[src/rtl/rr_ffo_arbiter_pkg.sv]
// Shared types and helpers for the round-robin find-first-one arbiter.
package arb_pkg;

  typedef enum logic {
    ARB_IDLE  = 1'b0,
    ARB_GRANT = 1'b1
  } arb_state_t;

  // Bit idx belongs to the search window when it does not exceed the pointer.
  function automatic logic in_mask(input int unsigned idx, input int unsigned ptr);
    return idx <= ptr;
  endfunction

endpackage

[src/rtl/rr_ffo_arbiter_if.sv]
// Request/grant bundle between N requesters and the round-robin arbiter.
interface rr_ffo_arbiter_if #(parameter int N = 8) ();

  logic [N-1:0]         Req;
  logic                 Release;
  logic                 GrantValid;
  logic [$clog2(N)-1:0] GrantIdx;
  logic [N-1:0]         GrantOneHot;

  modport master (output Req, Release, input GrantValid, GrantIdx, GrantOneHot);
  modport slave  (input Req, Release, output GrantValid, GrantIdx, GrantOneHot);

endinterface

[src/rtl/rr_ffo_arbiter_ffo.sv]
// Find-first-one encoder: reports the highest set bit of d and whether any bit is set.
module nBitFFO #(
  parameter int N = 8,
  localparam int W = $clog2(N)
) (
  input  logic [N-1:0] d,
  output logic         v,
  output logic [W-1:0] idx
);

  // Ascending scan so the last hit, the highest index, wins.
  always_comb begin
    v   = 1'b0;
    idx = '0;
    for (int i = 0; i < N; i++) begin
      if (d[i]) begin
        v   = 1'b1;
        idx = i[W-1:0];
      end
    end
  end

endmodule

[src/rtl/rr_ffo_arbiter.sv]
// Round-robin arbiter: highest-index-first search starting at a rotating pointer,
// registered grant with optional hold-until-release.
module rr_ffo_arbiter
  import arb_pkg::*;
#(
  parameter int N    = 8,
  parameter int HOLD = 1
) (
  input  logic                   Clock,
  input  logic                   Reset_n,
  rr_ffo_arbiter_if.slave        arb
);

  localparam int W = $clog2(N);
  localparam logic [W-1:0] ONE = W'(1);

  if (N < 2 || (N & (N - 1)) != 0) begin : g_bad_n
    $fatal(1, "rr_ffo_arbiter: N must be a power of 2 and at least 2");
  end

  arb_state_t   state_q, state_d;
  logic [W-1:0] ptr_q, ptr_d;
  logic [W-1:0] idx_q, idx_d;

  logic [N-1:0] mask;
  logic [N-1:0] req_masked;
  logic         v_masked, v_raw;
  logic [W-1:0] idx_masked, idx_raw;
  logic [W-1:0] win_idx;

  always_comb begin
    mask = '0;
    for (int i = 0; i < N; i++) begin
      mask[i] = in_mask(i, 32'(ptr_q));
    end
  end

  assign req_masked = arb.Req & mask;

  nBitFFO #(.N(N)) u_ffo_masked (
    .d   (req_masked),
    .v   (v_masked),
    .idx (idx_masked)
  );

  nBitFFO #(.N(N)) u_ffo_raw (
    .d   (arb.Req),
    .v   (v_raw),
    .idx (idx_raw)
  );

  // Nothing at or below the pointer: wrap around to the top of the vector.
  assign win_idx = v_masked ? idx_masked : idx_raw;

  always_comb begin
    state_d = state_q;
    ptr_d   = ptr_q;
    idx_d   = idx_q;
    case (state_q)
      ARB_IDLE: begin
        if (v_raw) begin
          state_d = ARB_GRANT;
          idx_d   = win_idx;
          ptr_d   = win_idx - ONE;
        end
      end
      ARB_GRANT: begin
        if (HOLD != 0) begin
          if (arb.Release || !arb.Req[idx_q]) begin
            state_d = ARB_IDLE;
          end
        end else if (v_raw) begin
          idx_d = win_idx;
          ptr_d = win_idx - ONE;
        end else begin
          state_d = ARB_IDLE;
        end
      end
      default: state_d = ARB_IDLE;
    endcase
  end

  always_ff @(posedge Clock or negedge Reset_n) begin
    if (!Reset_n) begin
      state_q <= ARB_IDLE;
      ptr_q   <= '1;
      idx_q   <= '0;
    end else begin
      state_q <= state_d;
      ptr_q   <= ptr_d;
      idx_q   <= idx_d;
    end
  end

  assign arb.GrantValid  = (state_q == ARB_GRANT);
  assign arb.GrantIdx    = idx_q;
  assign arb.GrantOneHot = arb.GrantValid ? ({{(N-1){1'b0}}, 1'b1} << idx_q) : '0;

endmodule

[src/flat_wrapper.sv]
// flat-port wrapper written by rule: the top's interface ports become plain ports
module rr_ffo_arbiter_flat import arb_pkg::*;
#(
  parameter int N    = 8,
  parameter int HOLD = 1
)
  (Clock, Reset_n, arb_Req, arb_Release, arb_GrantValid, arb_GrantIdx, arb_GrantOneHot);
  rr_ffo_arbiter_if #(.N(N)) arb_i ();
  input  logic Clock;
  input  logic Reset_n;
  input wire logic [$bits(arb_i.Req)-1:0] arb_Req;
  input wire logic [$bits(arb_i.Release)-1:0] arb_Release;
  output wire logic [$bits(arb_i.GrantValid)-1:0] arb_GrantValid;
  output wire logic [$bits(arb_i.GrantIdx)-1:0] arb_GrantIdx;
  output wire logic [$bits(arb_i.GrantOneHot)-1:0] arb_GrantOneHot;
  assign arb_i.Req = arb_Req;
  assign arb_i.Release = arb_Release;
  assign arb_GrantValid = arb_i.GrantValid;
  assign arb_GrantIdx = arb_i.GrantIdx;
  assign arb_GrantOneHot = arb_i.GrantOneHot;
  rr_ffo_arbiter #(.N(N), .HOLD(HOLD)) u_core (.Clock(Clock), .Reset_n(Reset_n), .arb(arb_i));
endmodule
[config.mk]
export PLATFORM = sky130hd
export DESIGN_NAME = rr_ffo_arbiter_flat
export DESIGN_NICKNAME = d
export VERILOG_FILES = /design/src/rtl/rr_ffo_arbiter_pkg.sv /design/src/rtl/rr_ffo_arbiter_if.sv /design/src/rtl/rr_ffo_arbiter_ffo.sv /design/src/rtl/rr_ffo_arbiter.sv /design/src/flat_wrapper.sv
export SDC_FILE = /design/constraint.sdc
export NUM_CORES = 1
export LEC_CHECK = 0
export BUFFER_PORTS_ARGS = -buffer_cell sky130_fd_sc_hd__buf_2
export CAP_MARGIN = 30
export CORE_UTILIZATION = 42
export CTS_CLUSTER_SIZE = 10
export DETAILED_ROUTE_END_ITERATION = 10
export GPL_TIMING_DRIVEN = 0
export MAX_ROUTING_LAYER = met4
export PLACE_DENSITY = 0.72
export SETUP_SLACK_MARGIN = 0.1
export SYNTH_ARGS = -nofsm -noshare
export SYNTH_HDL_FRONTEND = slang
export SYNTH_HIERARCHICAL = 1
export SYNTH_SLANG_ARGS = --single-unit
export TNS_END_PERCENT = 10
[constraint.sdc]
create_clock -name Clock -period 1.7 [get_ports Clock]
set_input_delay 0.17 -clock Clock [delete_from_list [all_inputs] [get_ports Clock]]
set_output_delay 0.17 -clock Clock [all_outputs]
set_load 0.05 [all_outputs]
==> reports/summary.txt, run 1 <==
PLACE
----------------------------------------------------------------------------------
Dpl hpwl                                                                   1240 µm
Post-Place Cell Area                                                       797 µm²
Placed Cells                                                                   120
Number of buffers inserted by port buffering                                    22
Routability-driven placement congestion ratio                                0.784

WORST SETUP PATH
----------------------------------------------------------------------------------
R2R Setup Slk                                                             -0.19 ns
CP endpoint kind                                                          register
Reg-to-reg startpoint                                                 u_core/ptr_q[1]$_DFFE_PN1P_
Maximum fanout along the worst path                                              7
Length in cells of the worst reg-to-reg path                                     8
Classification of the worst setup path                                     reg2reg
Data required time at the worst endpoint                                   1.87 ns
Launching element type of the critical path                               register
Worst endpoint data arrival time                                           2.06 ns
Crit Reg-Reg Endpoint                                                 u_core/ptr_q[2]$_DFFE_PN1P_

GLOBAL ROUTE
----------------------------------------------------------------------------------
Maximum number of pins on one net before global-route repair                    11
Initial antenna violation count                                                  0
All-Layer GR Usage                                                           22.7%
Remaining global-route overflow                                                  0
Vias in the first global route                                                 555
First-pass GRT wire length                                                 2370 µm

STA
----------------------------------------------------------------------------------
PnR worst setup slack                                                    -0.192 ns
Worst slew slack as a fraction of its limit                                  75.0%
Hold WS                                                                   0.276 ns
Highest achievable clock rate                                              528 MHz
Finish-stage setup viols                                                         4
Actual transition at the worst max-transition pin                         0.375 ns
Share of the cycle needed by the critical path after routing                  111%
Final hold violations                                                            0
Final worst clock skew                                                  0.00333 ns
Time the worst path needs with I/O delays and setup                        1.89 ns
Count of pins over their slew limit                                              0
Setup repair after global routing missed its margin                            yes

CELLS AND AREA
----------------------------------------------------------------------------------
Total inserted antenna cells                                                     0
Non-filler instance count after layout                                         129
Final instance area                                                        896 µm²
Syn-to-layout area delta                                                     42.1%
Count of nets after finishing                                                  127
Share of final-layout standard cells stronger than drive strength 1          40.4%

POWER
----------------------------------------------------------------------------------
Portion of total power attributed to the clock network                        7.6%
Power density over the cells                                           2180 nW/µm²
Static Leakage                                                            0.423 nW
Highest ir drop seen on vdd                                              0.00128 V
Pwr Total                                                                  1.96 mW
Seq pwr share                                                                21.2%
NetSw                                                                      1.06 mW
Pint                                                                        901 µW
Proportion of total power due to net switching                               54.0%
Logic gate share of total power                                              71.2%

FLOORPLANNING
----------------------------------------------------------------------------------
Die width                                                                  40.8 µm
# rows                                                                          13
Die H                                                                      40.8 µm
Initial core utilization                                                     46.7%
Overall die area                                                          1660 µm²
IO Pins                                                                         23
Core area                                                                 1350 µm²

RUN
----------------------------------------------------------------------------------
Max-cap violations                                                               0

CTS
----------------------------------------------------------------------------------
Clock Pin Slew Worst Setup and Hold Paths                                  0.05 ns
Maximum level of the CTS H-tree                                                  1
Worst skew pair latency                                                    0.25 ns
Number of clock sinks seen by CTS                                                7
TritonCTS clock tree                                                          done
Maximum buffer depth of the clock tree                                           2
Clock Tree Root                                                           clkbuf_4
Number of CTS-inserted buffers                                                   3

YOSYS
----------------------------------------------------------------------------------
Number of standard cells after synthesis                                        83
Share of flip-flops with an asynchronous set or reset                         100%
Share of the synthesized area in the top cell type                           15.9%
Area leader, netlist                                                       dfrtp_1
Average cell area after synthesis                                         7.60 µm²
Netlist area before placement                                              631 µm²
Count of distinct cell types in the synthesized netlist                         31
Top cells by area, synth                                              dfrtp_1 16%, dfstp_2 13%, nor2_1 8.3%
Ys Warns                                                                         6
Register bit total from synthesis                                                7
Share of synthesized area occupied by flip-flops and latches                 28.4%
Total nets after synthesis                                                      95
Number of synthesized flops with an enable pin                                   0
Most instantiated flip-flop cell in the synthesis netlist                  dfrtp_1

OUTCOME
----------------------------------------------------------------------------------
Failing checks                                                        negative setup slack
Result of the run                                                     complete, but fails checks

DETAILED ROUTING
----------------------------------------------------------------------------------
Routed Wire Length                                                         1640 µm
Final ANT Viol Nets                                                              0
First-pass detailed-route iteration total                                        4
Post-detailed-route via-to-cell ratio                                         5.47
Number of DRC violations after detailed-routing iteration 0                     16
Via count                                                                      706
Average routed wire per standard cell                                      12.7 µm
Remaining design rule violation count                                            0

MIN PATH
----------------------------------------------------------------------------------
Min-Delay Path Class                                                      in2async

## synthesized netlist by cell type (all sizes together), types with 3 or more instances
master and count:
a21oi 6, nor2 14, dfrtp 4, nand2b 4, mux2i 4, o21ai 4, o31ai 4, nand2 12
dfstp 3
## flip-flops by register name, summed over array words and instances, names as in the netlist
signal / cells
u_core/ptr_q: 3
u_core/arb.GrantValid: 1
u_core/arb.GrantIdx: 3
## cell families after synthesis
| kind of cell | after synthesis | synth area share, % |
|---|---|---|
| adder cells (fa/ha/maj) | 1 | 1.98 |
| multiplexers | 5 | 9.92 |
| AND/OR/NAND/NOR | 43 | 33.3 |
| buffers and inverters | 7 | 5.55 |
| flip-flops | 7 | 28.4 |
| AO/OA/AOI/OAI | 19 | 19.4 |
| XOR/XNOR | 1 | 1.39 |
## layer usage
layer | vias up | track usage, % | share of wire (%)
li1 | 359 | - | -
met1 | 328 | 29.6 | 47
met2 | 17 | 35.3 | 49
met3 | 2 | 4.89 | 2.5
met4 | 0 | 6.67 | 1.3
met5 | - | - | 0
## critical path, stage by stage, from the launching register on
cell and delay, ns:
dfstp_2 0.58, a21oi_1 0.08, nor2b_1 0.14, nor2_1 0.08, nand4_1 0.17, mux2i_1 0.30
ha_1 0.21, xor2_1 0.18, o21ai_1 0.08
## what timing repair did
action,4_1_cts,5_1_grt
gates cloned,0,0
setup buffers,3,1
gates resized for setup,4,9
endpoints found under the setup margin,8,12
hold buffers,1,0
hold endpoints to repair,7,0
pin swaps,1,0
## worst max-delay path by stage
stage	slack (ns)	end	depth (start not counted)	start
final	-0.19	u_core/ptr_q[2]$_DFFE_PN1P_	8	u_core/ptr_q[1]$_DFFE_PN1P_
after global routing	-0.30	u_core/ptr_q[2]$_DFFE_PN1P_	8	u_core/ptr_q[1]$_DFFE_PN1P_
after floorplan	0.007	arb_GrantOneHot[1]	3	u_core/arb.GrantIdx[0]$_DFFE_PN0P_
after CTS	-0.15	u_core/ptr_q[2]$_DFFE_PN1P_	8	u_core/ptr_q[1]$_DFFE_PN1P_
after global placement	-0.14	u_core/ptr_q[2]$_DFFE_PN1P_	8	u_core/ptr_q[1]$_DFFE_PN1P_
after detailed placement	-0.21	u_core/ptr_q[2]$_DFFE_PN1P_	8	u_core/ptr_q[1]$_DFFE_PN1P_
## cell type report
type	instances	area, µm²
multi-input combinational	69	468
fill	121	454
sequential	7	179
timing repair buffer	27	169
clock buffer	4	26.3
buffer	3	20.0
tap	15	18.8
inverter	4	15.0
## layout by cell type, fill, tap and decap left out, types with 2 or more instances in the layout
cell      instances
nand4_1           2
o21ai_1           2
nand2b_1          3
o21a_1            2
clkbuf_1          2
buf_4             7
a21oi_1           6
mux2i_1           3
nor2_1            8
nor2b_1           2
o31ai_1           4
inv_1             2
o21ai_0           2
nor2_2            6
clkinv_1          2
nor3_4            2
clkbuf_4          5
buf_6             2
dfrtp_1           4
nand2_1          11
buf_2            17
dfstp_2           3
## per-stage QoR
step	util, %	setup TNS (ns)	worst slack [ns]
floorplan	-	0	0.00667
global placement	59.0	-0.276	-0.145
detailed placement	59.0	-0.386	-0.206
CTS	64.2	-0.299	-0.146
global route	66.4	-1.10	-0.298
finish	66.4	-0.560	-0.192
## power by group through the flow
stage,clock network (mW),logic [mW],registers (mW)
final,0.149,1.39,0.415
after global routing,0.168,1.52,0.439
after CTS,0.154,1.33,0.405
after detailed placement,0,1.23,0.408
after global placement,0,1.20,0.411
after floorplan,0,0.822,0.548
Note: power is estimated with default switching activity, not from simulation.
==> run 2: changes to the inputs <==
--- a/config.mk
+++ b/config.mk
@@ -13,7 +13,6 @@
 export GPL_TIMING_DRIVEN = 0
 export MAX_ROUTING_LAYER = met4
 export PLACE_DENSITY = 0.72
-export SETUP_SLACK_MARGIN = 0.1
 export SYNTH_ARGS = -nofsm -noshare
 export SYNTH_HDL_FRONTEND = slang
 export SYNTH_HIERARCHICAL = 1
==> run 2 against run 1 <==
  * The run still ends with negative setup slack left
  * Cell area grew 1.5%
  * Global-route usage shrank 0.57 points
  * Utilization grew 1.0 points
  * Clock power is essentially flat
  * Non-clock buffer count grew 1
  * Worst setup slack lost 0.10 ns
  * Sequential share of layout area shrank 0.30 points
  * Clock skew grew 0.0047 ns
  * Worst hold slack lost 0.00097 ns
  * Power grew 2.9%
==> reports/summary.txt, run 2 (synthesized netlist as in run 1, its figures left out) <==
CELLS AND AREA
----------------------------------------------------------------------------------
Final instance area                                                        910 µm²   was 896 µm²
Most frequent cells in the layout                                     23 x buf_2, 11 x nor2_1, 10 x nand2_1, 5 x a21oi_1, 5 x buf_4   was 17 x buf_2, 11 x nand2_1, 8 x nor2_1, 7 x buf_4
Syn-to-layout area delta                                                     44.2%   was 42.1%
Non-filler instance count after layout                                         130   was 129
Share of the core filled with cells                                          67.4%   was 66.4%
Count of nets after finishing                                                  128   was 127
Most common cell after layout, fill and taps aside                           buf_2   unchanged
Share of final-layout standard cells stronger than drive strength 1          46.1%   was 40.4%
Filler instances                                                               108   was 121
Total inserted antenna cells                                                     0   unchanged

PLACE
----------------------------------------------------------------------------------
Post-Place Cell Area                                                       769 µm²   was 797 µm²
Routability-driven placement congestion ratio                                0.815   was 0.784
Number of buffers inserted by port buffering                                    22   unchanged
Dpl hpwl                                                                   1180 µm   was 1240 µm
Placed Cells                                                                   120   unchanged

STA
----------------------------------------------------------------------------------
Highest achievable clock rate                                              502 MHz   was 528 MHz
Finish-stage setup viols                                                         6   was 4
Final hold violations                                                            0   unchanged
PnR worst setup slack                                                    -0.293 ns   was -0.192 ns
Actual transition at the worst max-transition pin                         0.366 ns   was 0.375 ns
Share of the cycle needed by the critical path after routing                  117%   was 111%
Setup repair after global routing missed its margin                            yes   unchanged
Time the worst path needs with I/O delays and setup                        1.99 ns   was 1.89 ns
Setup Total Neg Slack                                                    -0.849 ns   was -0.560 ns
Hold WS                                                                   0.275 ns   was 0.276 ns
Count of pins over their slew limit                                              0   unchanged
Final worst clock skew                                                  0.00807 ns   was 0.00333 ns
Worst slew slack as a fraction of its limit                                  75.6%   was 75.0%

WORST SETUP PATH
----------------------------------------------------------------------------------
Maximum fanout along the worst path                                              7   unchanged
CP endpoint kind                                                          register   unchanged
Crit Reg-Reg Endpoint                                                 u_core/ptr_q[2]$_DFFE_PN1P_   unchanged
Critical path startpoint                                              u_core/ptr_q[1]$_DFFE_PN1P_   unchanged
Launching element type of the critical path                               register   unchanged
Data required time at the worst endpoint                                   1.86 ns   was 1.87 ns
R2R Setup Slk                                                             -0.29 ns   was -0.19 ns
Critical path destination                                             u_core/ptr_q[2]$_DFFE_PN1P_   unchanged
Reg-to-reg startpoint                                                 u_core/ptr_q[1]$_DFFE_PN1P_   unchanged
Length in cells of the worst reg-to-reg path                                     7   was 8
Classification of the worst setup path                                     reg2reg   unchanged
Worst endpoint data arrival time                                           2.15 ns   was 2.06 ns

DETAILED ROUTING
----------------------------------------------------------------------------------
Remaining design rule violation count                                            0   unchanged
Number of DRC violations after detailed-routing iteration 0                     43   was 16
Routed Wire Length                                                         1680 µm   was 1640 µm
Final ANT Viol Nets                                                              0   unchanged
Via count                                                                      712   was 706
Post-detailed-route via-to-cell ratio                                         5.48   was 5.47
Average routed wire per standard cell                                      12.9 µm   was 12.7 µm
First-pass detailed-route iteration total                                        4   unchanged

GLOBAL ROUTE
----------------------------------------------------------------------------------
All-Layer GR Usage                                                           22.2%   was 22.7%
First-pass GRT wire length                                                 2280 µm   was 2370 µm
Initial antenna violation count                                                  0   unchanged
Maximum number of pins on one net before global-route repair                    11   unchanged
Vias in the first global route                                                 557   was 555
Remaining global-route overflow                                                  0   unchanged

FLOORPLANNING
----------------------------------------------------------------------------------
Die width                                                                  40.8 µm   unchanged
# rows                                                                          13   unchanged
Overall die area                                                          1660 µm²   unchanged
Die H                                                                      40.8 µm   unchanged
Initial core utilization                                                     46.7%   unchanged
Core area                                                                 1350 µm²   unchanged
IO Pins                                                                         23   unchanged

POWER
----------------------------------------------------------------------------------
Highest ir drop seen on vdd                                              0.00134 V   was 0.00128 V
Static Leakage                                                            0.422 nW   was 0.423 nW
Power density over the cells                                           2210 nW/µm²   was 2180 nW/µm²

CTS
----------------------------------------------------------------------------------
Number of CTS-inserted buffers                                                   3   unchanged
Maximum level of the CTS H-tree                                                  1   unchanged
Number of clock sinks seen by CTS                                                7   unchanged
Clock Tree Root                                                           clkbuf_4   unchanged
Worst skew pair latency                                                    0.25 ns   about the same
Maximum buffer depth of the clock tree                                           2   unchanged
Clock Pin Slew Worst Setup and Hold Paths                                  0.05 ns   about the same
TritonCTS clock tree                                                          done   unchanged

OUTCOME
----------------------------------------------------------------------------------
Failing checks                                                        negative setup slack   unchanged
Result of the run                                                     complete, but fails checks   unchanged

RUN
----------------------------------------------------------------------------------
Max-cap violations                                                               0   unchanged

MIN PATH
----------------------------------------------------------------------------------
Min-Delay Path Class                                                      in2async   unchanged

run 2: cell count changes in the layout (fill, tap and decap cells not counted), sizes merged:
cell	change
clkbuf	-2
buf	+3
run 2: stage by stage:
stage,setup slack [ns],power (mW)
floorplan,-0.180,1.30
global placement,-0.150,1.54
detailed placement,-0.200,1.57
CTS,-0.159,1.78
global route,-0.369,2.19
finish,-0.293,2.01
run 2: layer usage:
| layer | routed length [µm] | track usage (%) | part of all wire, % | vias up |
|---|---|---|---|---|
| li1 | - | - | - | 357 |
| met1 | 740 | 22.9 | 44 | 325 |
| met2 | 833 | 38.5 | 50 | 26 |
| met3 | 72 | 6.52 | 4.3 | 4 |
| met4 | 37 | 10.0 | 2.2 | 0 |
| met5 | 0 | - | 0 | - |
run 2: critical path, cell delays in order, from the launching register on:
cell and delay [ns]:
dfstp_2 0.60, and4_1 0.25, nor2_2 0.06, nand4_1 0.19, mux2i_2 0.31, ha_2 0.26, xor2_2 0.15, o21ai_1 0.09
run 2: worst min-delay path by stage:
stage,start,end,slack (ns),depth (start not counted)
after global routing,Reset_n,u_core/arb.GrantIdx[1]$_DFFE_PN0P_,0.26,2
after CTS,Reset_n,u_core/arb.GrantIdx[1]$_DFFE_PN0P_,0.27,2
final,Reset_n,u_core/arb.GrantIdx[1]$_DFFE_PN0P_,0.27,2
after global placement,Reset_n,u_core/arb.GrantIdx[1]$_DFFE_PN0P_,0.005,1
after floorplan,Reset_n,u_core/arb.GrantIdx[0]$_DFFE_PN0P_,-0.13,0
after detailed placement,Reset_n,u_core/arb.GrantIdx[1]$_DFFE_PN0P_,0.009,1
run 2: repair_timing:
| item | CTS | global route |
|---|---|---|
| cloned | 0 | 0 |
| buffers inserted | 3 | 2 |
| endpoints found under the hold margin | 7 | 0 |
| resized for setup | 0 | 19 |
| pin swaps | 1 | 7 |
| hold buffers | 1 | 0 |
| setup endpoints to repair | 3 | 6 |
run 2: area by class of cell:
cell class,instances,area (µm²),area share [%]
clock buffers,4,26.3,2.89
repair buffers,28,158,17.3
plain buffers,3,20.0,2.20
well taps,15,18.8,2.06
flip-flops and latches,7,179,19.7
multi-input cells,69,493,54.2
inverters,4,15.0,1.65
run 2: where the power goes:
| part | leakage [nW] | internal (mW) | switching [mW] |
|---|---|---|---|
| Sequential | 0.0789 | 0.286 | 0.124 |
| Clock | 0.0150 | 0.0894 | 0.0577 |
| Combinational | 0.328 | 0.553 | 0.903 |
